--- src/rtl/alu_op_issuer.sv ---
// Command-to-phase sequencer for the standalone ALU: decodes one command into operands,
// SM83 opcode and control strobes, steps precharge/evaluate/flag-load, and returns the captured result.
module alu_op_issuer #(
    parameter int EVAL_CYCLES = 1,
    parameter int CTL_W       = 24
) (
    input  logic             CLK,
    input  logic             nRESET,
    input  logic             cmd_valid,
    output logic             cmd_ready,
    input  logic [4:0]       cmd_op,
    input  logic [2:0]       cmd_bit,
    input  logic [7:0]       cmd_a,
    input  logic [7:0]       cmd_b,
    output logic [7:0]       alu_opnd1,
    output logic [7:0]       alu_opnd2,
    output logic [7:0]       alu_ir,
    output logic [CTL_W-1:0] alu_ctl,
    output logic             alu_precharge,
    output logic             alu_eval,
    output logic             alu_flag_load,
    input  logic [7:0]       alu_res,
    input  logic [3:0]       alu_flags,
    output logic             rsp_valid,
    input  logic             rsp_ready,
    output logic [7:0]       rsp_res,
    output logic [3:0]       rsp_flags,
    output logic             rsp_err
);

    localparam int CTL_SUM      = 0;
    localparam int CTL_XOR      = 1;
    localparam int CTL_AND      = 2;
    localparam int CTL_OR       = 3;
    localparam int CTL_BCOMP    = 4;
    localparam int CTL_SHL      = 5;
    localparam int CTL_SHR      = 6;
    localparam int CTL_RLC      = 7;
    localparam int CTL_RL       = 8;
    localparam int CTL_RRC      = 9;
    localparam int CTL_RR       = 10;
    localparam int CTL_SRA      = 11;
    localparam int CTL_SWAP     = 12;
    localparam int CTL_CB_BIT   = 13;
    localparam int CTL_SET      = 14;
    localparam int CTL_RES      = 15;
    localparam int CTL_DAA      = 16;
    localparam int CTL_CPL      = 17;
    localparam int CTL_CCF_SCF  = 18;
    localparam int CTL_WREN_HNZ = 19;
    localparam int CTL_WREN_CF  = 20;
    localparam int CTL_ADD_ADC  = 21;
    localparam int CTL_SUB_SBC  = 22;
    localparam int CTL_CP       = 23;

    localparam logic [1:0] EVAL_LAST = 2'(EVAL_CYCLES - 1);

    typedef enum logic [2:0] {
        ST_IDLE,
        ST_PRE,
        ST_EVAL,
        ST_LOAD,
        ST_CAPT,
        ST_RESP
    } state_t;

    state_t           r_state;
    state_t           w_state_next;
    logic [7:0]       r_opnd1;
    logic [7:0]       r_opnd2;
    logic [7:0]       r_ir;
    logic [CTL_W-1:0] r_ctl;
    logic [1:0]       r_eval_cnt;
    logic [7:0]       r_rsp_res;
    logic [3:0]       r_rsp_flags;
    logic             r_rsp_err;

    logic [7:0]       w_ir;
    logic [CTL_W-1:0] w_ctl;
    logic             w_legal;
    logic             w_drive;
    logic             w_eval_last;

    // Opcode/strobe decode of the incoming command; consumed only on the accept edge.
    always_comb begin
        w_ir    = '0;
        w_ctl   = '0;
        w_legal = 1'b1;
        case (cmd_op)
            5'd0, 5'd1: begin
                w_ir = {2'b10, cmd_op[2:0], 3'b111};
                w_ctl[CTL_SUM] = 1'b1;
                w_ctl[CTL_ADD_ADC] = 1'b1;
                w_ctl[CTL_WREN_CF] = 1'b1;
            end
            5'd2, 5'd3: begin
                w_ir = {2'b10, cmd_op[2:0], 3'b111};
                w_ctl[CTL_SUM] = 1'b1;
                w_ctl[CTL_BCOMP] = 1'b1;
                w_ctl[CTL_SUB_SBC] = 1'b1;
                w_ctl[CTL_WREN_CF] = 1'b1;
            end
            5'd4, 5'd5, 5'd6: begin
                w_ir = {2'b10, cmd_op[2:0], 3'b111};
                w_ctl[CTL_AND] = (cmd_op == 5'd4);
                w_ctl[CTL_XOR] = (cmd_op == 5'd5);
                w_ctl[CTL_OR]  = (cmd_op == 5'd6);
                w_ctl[CTL_WREN_CF] = 1'b1;
            end
            5'd7: begin
                w_ir = 8'hBF;
                w_ctl[CTL_SUM] = 1'b1;
                w_ctl[CTL_BCOMP] = 1'b1;
                w_ctl[CTL_CP] = 1'b1;
                w_ctl[CTL_WREN_CF] = 1'b1;
            end
            5'd8: begin
                w_ir = 8'h3C;
                w_ctl[CTL_SUM] = 1'b1;
            end
            5'd9: begin
                w_ir = 8'h3D;
                w_ctl[CTL_SUM] = 1'b1;
                w_ctl[CTL_BCOMP] = 1'b1;
            end
            5'd10, 5'd11, 5'd12, 5'd13, 5'd14, 5'd15, 5'd16, 5'd17: begin
                // (op-10) mod 8 equals op[2:0]+6 mod 8 across this range.
                w_ir = {2'b00, 3'(cmd_op[2:0] + 3'd6), 3'b111};
                w_ctl[CTL_WREN_CF] = 1'b1;
                w_ctl[CTL_SHL]  = (cmd_op == 5'd10) || (cmd_op == 5'd12) || (cmd_op == 5'd14);
                w_ctl[CTL_SHR]  = (cmd_op == 5'd11) || (cmd_op == 5'd13) || (cmd_op == 5'd15)
                                  || (cmd_op == 5'd17);
                w_ctl[CTL_RLC]  = (cmd_op == 5'd10);
                w_ctl[CTL_RRC]  = (cmd_op == 5'd11);
                w_ctl[CTL_RL]   = (cmd_op == 5'd12);
                w_ctl[CTL_RR]   = (cmd_op == 5'd13);
                w_ctl[CTL_SRA]  = (cmd_op == 5'd15);
                w_ctl[CTL_SWAP] = (cmd_op == 5'd16);
            end
            5'd18: begin
                w_ir = {2'b01, cmd_bit, 3'b111};
                w_ctl[CTL_CB_BIT] = 1'b1;
            end
            5'd19: begin
                w_ir = {2'b10, cmd_bit, 3'b111};
                w_ctl[CTL_RES] = 1'b1;
            end
            5'd20: begin
                w_ir = {2'b11, cmd_bit, 3'b111};
                w_ctl[CTL_SET] = 1'b1;
            end
            5'd21: begin
                w_ir = 8'h27;
                w_ctl[CTL_SUM] = 1'b1;
                w_ctl[CTL_DAA] = 1'b1;
                w_ctl[CTL_WREN_CF] = 1'b1;
            end
            5'd22: begin
                w_ir = 8'h2F;
                w_ctl[CTL_CPL] = 1'b1;
            end
            5'd23, 5'd24: begin
                w_ir = (cmd_op == 5'd23) ? 8'h37 : 8'h3F;
                w_ctl[CTL_CCF_SCF] = 1'b1;
                w_ctl[CTL_WREN_CF] = 1'b1;
            end
            default: w_legal = 1'b0;
        endcase
        // Bit set/reset leave every flag untouched.
        w_ctl[CTL_WREN_HNZ] = w_legal && (cmd_op != 5'd19) && (cmd_op != 5'd20);
    end

    assign w_eval_last = (r_eval_cnt == EVAL_LAST);

    always_comb begin
        w_state_next  = r_state;
        cmd_ready     = 1'b0;
        alu_precharge = 1'b0;
        alu_eval      = 1'b0;
        alu_flag_load = 1'b0;
        rsp_valid     = 1'b0;
        w_drive       = 1'b0;
        case (r_state)
            ST_IDLE: begin
                cmd_ready = 1'b1;
                if (cmd_valid) begin
                    w_state_next = w_legal ? ST_PRE : ST_RESP;
                end
            end
            ST_PRE: begin
                alu_precharge = 1'b1;
                w_drive       = 1'b1;
                w_state_next  = ST_EVAL;
            end
            ST_EVAL: begin
                alu_eval = 1'b1;
                w_drive  = 1'b1;
                if (w_eval_last) begin
                    w_state_next = ST_LOAD;
                end
            end
            ST_LOAD: begin
                alu_flag_load = r_ctl[CTL_WREN_HNZ] | r_ctl[CTL_WREN_CF];
                w_drive       = 1'b1;
                w_state_next  = ST_CAPT;
            end
            ST_CAPT: begin
                w_drive      = 1'b1;
                w_state_next = ST_RESP;
            end
            ST_RESP: begin
                rsp_valid = 1'b1;
                if (rsp_ready) begin
                    w_state_next = ST_IDLE;
                end
            end
            default: w_state_next = ST_IDLE;
        endcase
    end

    always_ff @(posedge CLK or negedge nRESET) begin
        if (!nRESET) begin
            r_state     <= ST_IDLE;
            r_opnd1     <= '0;
            r_opnd2     <= '0;
            r_ir        <= '0;
            r_ctl       <= '0;
            r_eval_cnt  <= '0;
            r_rsp_res   <= '0;
            r_rsp_flags <= '0;
            r_rsp_err   <= 1'b0;
        end else begin
            r_state <= w_state_next;
            case (r_state)
                ST_IDLE: begin
                    if (cmd_valid) begin
                        r_opnd1    <= cmd_a;
                        r_opnd2    <= cmd_b;
                        r_ir       <= w_ir;
                        r_ctl      <= w_ctl;
                        r_eval_cnt <= '0;
                        r_rsp_err  <= ~w_legal;
                        if (!w_legal) begin
                            r_rsp_res <= '0;
                        end
                    end
                end
                ST_EVAL: begin
                    r_eval_cnt <= r_eval_cnt + 2'd1;
                    if (w_eval_last) begin
                        r_rsp_res <= alu_res;
                    end
                end
                ST_CAPT: r_rsp_flags <= alu_flags;
                default: ;
            endcase
        end
    end

    assign alu_opnd1 = w_drive ? r_opnd1 : '0;
    assign alu_opnd2 = w_drive ? r_opnd2 : '0;
    assign alu_ir    = w_drive ? r_ir    : '0;
    assign alu_ctl   = w_drive ? r_ctl   : '0;
    assign rsp_res   = r_rsp_res;
    assign rsp_flags = r_rsp_flags;
    assign rsp_err   = r_rsp_err;

endmodule

--- config.mk ---
export PLATFORM = sky130hd
export DESIGN_NAME = alu_op_issuer
export DESIGN_NICKNAME = d
export VERILOG_FILES = /design/src/rtl/alu_op_issuer.sv
export SDC_FILE = /design/constraint.sdc
export NUM_CORES = 1
export LEC_CHECK = 0
export BUFFER_PORTS_ARGS = -buffer_cell sky130_fd_sc_hd__buf_2
export CAP_MARGIN = 20
export CORE_ASPECT_RATIO = 1.4
export CORE_MARGIN = 2
export CORE_UTILIZATION = 25
export CTS_CLUSTER_DIAMETER = 200
export DETAILED_ROUTE_END_ITERATION = 12
export GPL_TIMING_DRIVEN = 0
export PLACE_DENSITY = 0.44
export SLEW_MARGIN = 20
export SYNTH_ARGS = -nofsm -noshare
export SYNTH_HDL_FRONTEND = slang
export SYNTH_SLANG_ARGS = --single-unit
--- constraint.sdc ---
create_clock -name CLK -period 2 [get_ports CLK]
set_input_delay 0.5 -clock CLK [delete_from_list [all_inputs] [get_ports CLK]]
set_output_delay 0.5 -clock CLK [all_outputs]
set_load 0.01 [all_outputs]
==> reports/qor.yml <==
drive_gt1_frac: 0.4473
finalCritPeriodShare: 1.112
worst-path-max-fanout: 8
hold_viol: 0
coreArea_mm2: 0.01333
grt_busiest_layer: "met2"
use_met3: 0.02906
ys.flop_type: "dfrtp_1"
viasPerCell: 4.442
multiInputGateArea_mm2: 0.001677
dp.cells: 625
cp-start-kind: "flop"
drc_errors: 0
fin_total_pwr_mw: 8.015
grt_pass1_vias: 2902
yosysSeqAreaShare: 0.4874
synth_area_mm2: 0.003388
max_cap_viol_count: 0
wirelength_um: 10160
clkSlewWorstSetupHoldPaths_ns: 0.06
synth_top_family_by_area: "simple AND/OR/NAND/NOR gates"
num_rows: 50
fp.dieH_um: 141.7
num_antenna_cells: 0
synth-compound-area-share: 0.1481
ios: 106
status: "finished with violations"
rsz0062_at_grt: "yes"
fin_crit_ns: 2.223
peakVddDrop_mv: 0.5316
hold_class: "in2async"
p_leak_nw: 2.419
drtIter0Drc: 132
cts.path.max_buffers: 2
finalWorstSetupSlack_ns: -0.2233
h-tree-depth: 3
grt_util_all_layers: 0.1395
grtUsageMet1: 0.1638
clock_sinks: 66
synth_seq_cells: 66
final-seq-area_mm2: 0.001655
gr-total-overflow: 0
dp_hpwl_um: 7299
ys_types: 49
end_kind: "output port"
synth_xor_area_frac: 0.005170
floorplan.die_area_mm2: 0.01451
report.final.slew_viol_count: 0
floorplan.initialDensity: 0.2543
antenna_found_initial: 0
syn2layout_area_growth_pct: 48.23
arrival_ns: 1.72
syn_area_per_cell_um2: 10.02
violations: "setup timing"
numCtsBuffers: 9
pwr_density_cell_mw_per_mm2: 1596
ys_warn_count: 0
synthTopCellsByArea: "dfrtp_1 49%, and2_1 8.9%, nand2_1 6.2%"
async_reset_ff_frac: 1.000
insertion_delay_ns: 0.33
synth_adder_area_share: 0.006647
dpl_worst_slack_ns: -0.4899
final_net_count: 501
setup_violations: 47
finClkSkew_ns: 0.004592
gr-usage-met2: 0.2458
synth-simple-area-share: 0.2238
io_buffers: 104
routedWlPerCell_um: 15.70
synth_edf_count: 0
fin_cells: 647
synthMuxAreaShare: 0.08235
synth_area_leader_cell: "dfrtp_1"
required_ns: 1.50
worst_pin_slew_ns: 0.6145
cts_tree: "done"
r2r_slack_ns: 0.35
syn_nets: 379
ant_nets: 0
slew-limit-headroom: 0.5903
synth.most_common_cell: "dfrtp_1"
crit_type: "reg2out"
place_congestion: 0.8270
cts-root-buf: "clkbuf_16"
die_w_um: 102.4
grt_pass1_wl_um: 15390
ys_top_cells_by_count: "66 x dfrtp_1, 56 x nand2_1, 48 x and2_1"
drtPass1Iterations: 4
synth_cells: 338
n_fill_cell: 1356
grt_start_max_net_pins: 51
synth.top_cell.area_share: 0.4874
vias: 2874
fmax_mhz: 449.8
path summary, 6_finish.rpt:
kind                       depth (start not counted)          end        from
setup / recovery                                   6  alu_ctl[22]  r_state[0]
setup reg to reg                                   6      r_ir[7]  r_state[0]
max in group asynchronous                          2   r_state[1]      nRESET
hold / removal                                     1    r_ctl[11]      nRESET
hold reg to reg                                    2     r_ctl[3]    r_ctl[3]
min in group CLK                                   3   rsp_res[7]  alu_res[7]
stage by stage:
step	utilization	hold slack (ns)	cell area (µm²)	TNS (ns)
after floorplan	-	0.2044	3388	0
after global placement	0.3104	0.4564	4136	-12.64
after detailed placement	0.3127	0.3966	4167	-13.38
after CTS	0.3461	0.04315	4612	-8.773
after global routing	0.3769	0.05931	5022	-12.10
final	0.3769	0.04689	5022	-8.348
placed cells by master (no fill, tap or decap), types with 8 or more instances in the layout:
| cell | count |
|---|---|
| buf_2 | 73 |
| dfrtp_1 | 63 |
| nand2_1 | 56 |
| buf_6 | 39 |
| and2_4 | 36 |
| o21ai_0 | 21 |
| o31ai_1 | 15 |
| and2_1 | 12 |
| clkbuf_16 | 12 |
| clkbuf_1 | 10 |
| mux2_4 | 9 |
| nand2b_1 | 8 |
final cells by class:
class | count | share of cell area
Inverter | 8 | 0.005979
Tap cell | 182 | 0.04534
Clock buffer | 10 | 0.04559
Buffer | 23 | 0.03388
Clock inverter | 6 | 0.02740
Timing Repair Buffer | 113 | 0.1784
Sequential cell | 66 | 0.3296
Multi-Input combinational cell | 239 | 0.3338
cell families (layout without fill, tap and decap cells):
kind of cell,Yosys count,count (layout)
flops,66,66
compound gates,70,70
mux,22,22
buf+inv,33,160
fa+ha+maj,2,2
xor+xnor,2,2
simple gates,143,143
sequential cells by signal (all words and copies together) (netlist names):
signal / cells
r_ctl: 24
r_eval_cnt: 2
r_ir: 8
r_opnd1: 8
r_opnd2: 8
r_state: 3
rsp_err: 1
rsp_flags: 4
rsp_res: 8
layer usage:
layer	wire, µm	part of all wire	up-vias
met5	0	0	-
met4	206	0.020	0
met3	371	0.037	14
met2	5404	0.53	68
met1	4174	0.41	1393
li1	-	-	1399
timing repair:
action / CTS / global route
hold buffers: 0 / 0
cloned: 0 / 3
buffers inserted: 5 / 0
setup endpoints to repair: 47 / 48
pin swaps: 2 / 34
gates resized for setup: 18 / 86
power by group:
part,switching [mW],internal [mW]
sequential,0.296,1.85
combinational,1.75,2.16
clock,0.607,1.35
critical path: stages (launching register included):
cell and delay [ns]:
dfrtp_2 0.44, o21a_1 0.23, nor2_4 0.16, buf_12 0.16, clkbuf_16 0.15, and2_4 0.14
buf_6 0.09
Note: power is estimated with default switching activity, not from simulation.
